--- src/rtl/pipeline_hazard_ctrl.sv ---
// Pipeline hazard controller: stall/bubble/redirect flush generation plus a context-switch drain FSM.
// Optional build macro HAZARD_WATCHDOG_EN adds a sticky stall watchdog on stall_o[0].
module pipeline_hazard_ctrl #(
    parameter int NUM_STAGES     = 4,
    parameter int REDIRECT_DEPTH = 2,
    parameter int RESUME_CYC     = 2,
    parameter int WDOG_LIMIT     = 1024
) (
    input  logic                  clk,
    input  logic                  rst,
    input  logic [NUM_STAGES-1:0] stall_req,
    input  logic                  redirect,
    input  logic                  ctx_req,
    input  logic                  ctx_keep_fetch,
    input  logic                  drain_pending,
    output logic [NUM_STAGES-1:0] stall_o,
    output logic [NUM_STAGES-1:0] flush_o,
    output logic                  ctx_busy,
    output logic                  ctx_ack,
    output logic                  stall_timeout
);

    typedef enum logic [1:0] {IDLE, DRAIN, FLUSH, RESUME} state_e;

    localparam int CNT_W    = (RESUME_CYC > 1) ? $clog2(RESUME_CYC) : 1;
    localparam int CNT_LOAD = (RESUME_CYC > 0) ? RESUME_CYC - 1 : 0;

    state_e            state_q, state_d;
    logic [CNT_W-1:0]  cnt_q, cnt_d;
    logic [NUM_STAGES-1:0] stall_prop;
    logic              drain_fl0, flush_all, hold_fetch;

    // An older stalled register holds every younger register behind it.
    for (genvar i = 0; i < NUM_STAGES; i++) begin : g_prop
        assign stall_prop[i] = |stall_req[NUM_STAGES-1:i];
    end

    always_ff @(posedge clk or posedge rst) begin
        if (rst) begin
            state_q <= IDLE;
            cnt_q   <= '0;
        end else begin
            state_q <= state_d;
            cnt_q   <= cnt_d;
        end
    end

    always_comb begin
        state_d    = state_q;
        cnt_d      = cnt_q;
        ctx_ack    = 1'b0;
        drain_fl0  = 1'b0;
        flush_all  = 1'b0;
        hold_fetch = 1'b0;
        case (state_q)
            IDLE: if (ctx_req) state_d = DRAIN;
            DRAIN: begin
                drain_fl0 = ~ctx_keep_fetch;
                if (!drain_pending && stall_req == '0) state_d = FLUSH;
            end
            FLUSH: begin
                flush_all = 1'b1;
                ctx_ack   = 1'b1;
                if (RESUME_CYC > 0) begin
                    state_d = RESUME;
                    cnt_d   = CNT_W'(CNT_LOAD);
                end else begin
                    state_d = IDLE;
                end
            end
            RESUME: begin
                hold_fetch = 1'b1;
                if (cnt_q == '0) state_d = IDLE;
                else             cnt_d   = cnt_q - 1'b1;
            end
            default: state_d = IDLE;
        endcase
    end

    // Bubbles are derived from the final hold vector, so a RESUME fetch hold
    // also drops a bubble into register 1.
    always_comb begin
        stall_o    = stall_prop;
        stall_o[0] = stall_prop[0] | hold_fetch;
        if (flush_all) stall_o = '0;
        flush_o = '0;
        for (int i = 1; i < NUM_STAGES; i++)
            flush_o[i] = stall_o[i-1] & ~stall_o[i];
        for (int i = 0; i < NUM_STAGES; i++)
            if (i < REDIRECT_DEPTH) flush_o[i] = flush_o[i] | redirect;
        flush_o[0] = flush_o[0] | drain_fl0;
        if (flush_all) flush_o = '1;
    end

    assign ctx_busy = (state_q != IDLE);

`ifdef HAZARD_WATCHDOG_EN
    localparam int WD_W = $clog2(WDOG_LIMIT + 1);

    logic [WD_W-1:0] wd_q, wd_d;
    logic            tout_q;

    always_comb begin
        wd_d = wd_q;
        if (!stall_o[0])                     wd_d = '0;
        else if (wd_q != WD_W'(WDOG_LIMIT))  wd_d = wd_q + 1'b1;
    end

    always_ff @(posedge clk or posedge rst) begin
        if (rst) begin
            wd_q   <= '0;
            tout_q <= 1'b0;
        end else begin
            wd_q <= wd_d;
            if (wd_d == WD_W'(WDOG_LIMIT)) tout_q <= 1'b1;
        end
    end

    assign stall_timeout = tout_q;
`else
    assign stall_timeout = 1'b0;
`endif

endmodule

--- config.mk ---
export PLATFORM = sky130hd
export DESIGN_NAME = pipeline_hazard_ctrl
export DESIGN_NICKNAME = d
export VERILOG_FILES = /design/src/rtl/pipeline_hazard_ctrl.sv
export SDC_FILE = /design/constraint.sdc
export NUM_CORES = 1
export LEC_CHECK = 0
export ABC_CLOCK_PERIOD_IN_PS = 1720
export CAP_MARGIN = 30
export CORE_AREA = 5 5 42 44
export CTS_BUF_LIST = sky130_fd_sc_hd__clkbuf_16
export DETAILED_ROUTE_END_ITERATION = 12
export DIE_AREA = 0 0 47 49
export SYNTH_ARGS = -nofsm -noshare
export SYNTH_HDL_FRONTEND = slang
export SYNTH_SLANG_ARGS = --single-unit
--- constraint.sdc ---
create_clock -name clk -period 1.72 [get_ports clk]
set_input_delay 0.172 -clock clk [delete_from_list [all_inputs] [get_ports clk]]
set_output_delay 0.172 -clock clk [all_outputs]
set_load 0.02 [all_outputs]
Word-level counts from Yosys, hierarchy flattened --
Cells that the tools add are included.
Cells by class: add/subtract/negate cells 1, eq/ne operators 6, mux-type cells 11, bitwise logic cells 10, reduce and logical (&&, ||, !) cells 10
Operators by type and width (count):
- 2-to-1 mux 4 bit | 2
- case mux 2 bit (4 select lines) | 1
- 2-to-1 mux 2 bit | 3
- != test 2 bit (second input constant) | 3
- == test 2 bit (second input constant) | 2
- zero test 4 bit | 1
- 2-to-1 mux 1 bit | 4
- NOT 1 bit | 4
- nonzero test 2 bit | 2
- OR reduction 4 bit | 1
- bitwise AND 1 bit | 3
- OR 1 bit | 3
- AND reduction 3 bit | 1
- OR reduction 3 bit | 1
- == test 2 x 1 -> 1 bit (second input constant) | 1
- zero test 2 bit | 1
- case mux 1 bit (2 select lines) | 1
- OR reduction 2 bit | 1
- logical AND 1 bit | 1
- zero test 1 bit | 1
- subtractor 1 bit (second input constant) | 1
Word-level totals: flip-flop bits (word level) 3, bits of input ports 10, output and inout port bits 11, word-level logic and storage cells 40

Longest topological paths before layout --
depth in word-level cells 8, gate-level depth with buffers 5

Least setup slack after synthesis --
No wires, ideal clock.
kind reg-to-output, start reg state_q[0], end out flush_o[0], arrival time 1362 ps, required time 1548 ps, path slack 186 ps, stages on the path, launching flop included 6, path buffers 1, path through dfrtp_1 inv_1 ha_1 clkbuf_1 nor2_1 o21ai_0
RTL lines:
- from (decl) | RTL line 28 | state_e state_q, state_d;
- from (signal assigned) | RTL line 43 | state_q <= state_d;
- == test 2 bit
- 2-to-1 mux 1 bit
- via ctx_ack | RTL line 19 | output logic ctx_ack,
- 2-to-1 mux 4 bit | RTL line 92 | if (flush_all) flush_o = '1;
- to (decl) | RTL line 17 | output logic [NUM_STAGES-1:0] flush_o,
The timed path passes the listed nets, and every way through them passes these cells.

Worst setup path in the final report --
start reg state_q[0], end out flush_o[0]
On the way: cells in the longest elaborated chain, start to end 4
Ends and longest elaborated chain:
- == test 2 x 1 -> 1 bit | RTL line 55 | case (state_q)
- 2-to-1 mux 1 bit | RTL line 55
- OR 1 bit | RTL line 91 | flush_o[0] = flush_o[0] | drain_fl0;
- 2-to-1 mux 4 bit (*) | RTL line 92
Mark *: on every way between the ends. The rest lies on a longest branch, timed or not.

==> flow_summary.yaml <==
outcome:
  status: "complete, no violations"
clock_network:
  cts.htree.levels: 1
  cts_tree: "built"
  cts_resized: 20
  clockRootBuffer: "clkbuf_16"
  cts_made_buffers: 3
  clkTransAtPathRegs_ns: 0.03
  holdBufCountCts: 0
  clk_latency_ns: 0.22
  cts_setup_buffers: 0
  clock_sinks: 3
  max-clock-path-buffers: 2
sta:
  setup_viol: 0
  slew_violations: 0
  period_minus_slack_ns: 1.618
  hold_viol_final: 0
  rsz0062_at_grt: "no"
  period_share_pct: 94.07
  fmax_ghz: 0.6180
  finalClockSkew_ns: 0.0005127
  fin_hold_ws_ns: 0.1226
placement:
  placed_cell_area_um2: 589.3
  post-dp-hpwl_um: 754.6
  place.gp.congestion: 0.7215
  io_buffers: 19
floorplan:
  coreArea_um2: 1401
  die_area_um2: 2303
  std_cell_rows: 14
  ios: 21
  die_y_um: 49
  die_w_um: 47
  start_util_pct: 23.04
synth:
  synthDominantCellAreaShare_pct: 23.26
  synthCells: 39
  yosys.area_share.adder_pct: 19.38
  postSynthAreaPerCell_um2: 8.277
  ys_seq_area_share_pct: 23.26
  synthSimpleGateAreaFrac_pct: 15.12
  synth_compound_area_share_pct: 19.77
  syn_nets: 54
  yosysTopAreaCell: "dfrtp_1"
  ys_ff_latch: 3
  synth-xor-area-share_pct: 0
  syn-cell-area_um2: 322.8
  synth_top_family_by_area: "compound AO/OA/AOI/OAI gates"
  yosysWarnings: 0
  synthMuxAreaShare_pct: 10.85
  ys_types: 19
  yosys-top-cells-area: "dfrtp_1 (23%), ha_1 (19%), nor2_1 (8.1%), inv_1 (7.0%), mux2i_1 (6.2%)"
layout:
  antennaDiodeCount: 0
  layout-drive-gt1-share_pct: 31.88
  area_growth_pct: 101.9
  layout_common_cells: "clkdlybuf4s50_1 (9), buf_4 (9), nor2_1 (7), inv_1 (7), dlygate4sd2_1 (7)"
  fin_area_um2: 651.9
  fin_nets: 85
detailed_routing:
  met3WireLength_um: 60
  drtPass1Iterations: 2
  drtIter0Drc: 2
  routedWlPerCell_um: 10.84
  routed-via-count: 350
  routed_wirelength_um: 921
  drt-met1-wl_um: 420
  wl_met2_um: 440
  antenna_left: 0
  drc_errors: 0
  topRoutingLayerUsed: "met3"
  viasPerCell: 4.118
setup_path:
  setup.worst_path.class: "reg -> out"
  slowest_stage: "dfrtp_1"
  cp_cell_sequence: "inv_1 -> ha_2 -> nor2_1 -> o21ai_0 -> dlygate4sd2_1"
  worstPathMaxFanout: 8
  startpoint_type: "flop"
  end_kind: "primary output"
  slowest_delay_ns: 0.38
  critPathArrivalTime_ns: 1.45
  path_buf_inv: 2
  cp_top_family: "buffers and inverters"
  required_ns: 1.55
global_route:
  grt_max_degree: 9
  grt_pass1_wl_mm: 1.428
  grtUsageTotal_pct: 8.374
  antenna_found_initial: 0
  grt_overflow: 0
  grt_pass1_vias: 360
pwr:
  p_comb_share_pct: 60.6
  seqPwrFrac_pct: 11.0
  vdd_drop_max_uv: 574.5
  pwr-share-clk_pct: 28.4
  sw_frac_of_total_pct: 38.67
  p_switching_mw: 0.4963
  intPower_mw: 0.7870
  power_density_nw_per_um2: 1969
  power.leakage_nw: 0.3361
min_path:
  min_path_type: "in -> async"
flow_run:
  cap_violations: 0
[logic make-up (layout without fill, tap and decap cells)]
| kind of cell | count (synthesis) | in the layout |
|---|---|---|
| AO/OA/AOI/OAI | 8 | 8 |
| adder cells (fa/ha/maj) | 5 | 5 |
| buffers and inverters | 8 | 38 |
| flip-flops | 3 | 3 |
| multiplexers | 3 | 3 |
| other | 1 | 1 |
| AND/OR/NAND/NOR | 11 | 11 |
[path summary, 6_finish.rpt]
kind,start,to,slack (ns),depth (start not counted)
setup / recovery,state_q[0],flush_o[0],0.10,5
hold / removal,rst,state_q[0],0.12,2
setup reg to reg,state_q[0],state_q[1],0.12,6
hold reg to reg,cnt_q,cnt_q,0.50,2
max in group asynchronous,rst,state_q[1],1.47,2
min in group clk,cnt_q,cnt_q,0.50,2
[worst reg2reg max path: cells and delay by family, from the launching register on]
kind / cells / cell delay, ns
flip-flops: 1 / 0.38
multiplexers: 1 / 0.33
buffers and inverters: 2 / 0.29
AO/OA/AOI/OAI: 2 / 0.28
adder cells (fa/ha/maj): 1 / 0.20
[layout make-up]
cell class / count / area, um2
Clock buffer: 3 / 75.07
Clock inverter: 1 / 3.754
Fill cell: 162 / 749.5
Inverter: 6 / 22.52
Multi-Input combinational cell: 28 / 221.5
Sequential cell: 3 / 75.07
Tap cell: 16 / 20.02
Timing Repair Buffer: 28 / 234.0
[registers in the layout, indices dropped and copies added (netlist names)]
register,cells
state_q,2
cnt_q,1
[layer usage]
layer	global-route usage, %	vias to the layer above
li1	-	184
met1	9.649	153
met2	12.67	13
met3	2.583	0
met4	5.530	0
met5	0	-
[synthesized netlist by cell type (all sizes together)]
cell and number:
inv 6, conb 1, a21o 2, nor2b 1
nor2 7, buf 1, o31ai 1, o21ai 3
mux2 1, dfrtp 3, ha 5, nor3 1
nand2 1, o2111ai 1, or3 1, clkbuf 1
mux2i 2, a21oi 1
[power by group through the flow]
stage | Combinational (mW) | Clock (mW) | Sequential, mW
final | 0.778 | 0.364 | 0.141
after global routing | 0.845 | 0.374 | 0.148
after CTS | 0.797 | 0.369 | 0.142
after detailed placement | 0.871 | 0 | 0.139
after global placement | 0.855 | 0 | 0.141
after floorplan | 0.467 | 0 | 0.146
[through the flow]
stage	cells	setup TNS (ns)	worst slack (ns)	power, mW	util, %
2_1_floorplan	39	0	0.1857	0.6127	-
3_3_place_gp	81	-0.9911	-0.3442	0.9960	42.05
3_5_place_dp	81	-1.025	-0.3478	1.010	42.05
4_1_cts	85	0	0.01553	1.308	46.88
5_1_grt	85	0	0.01493	1.366	46.52
6_report	85	0	0.1020	1.283	46.52
No activity file was read; power rests on OpenSTA's default activity.
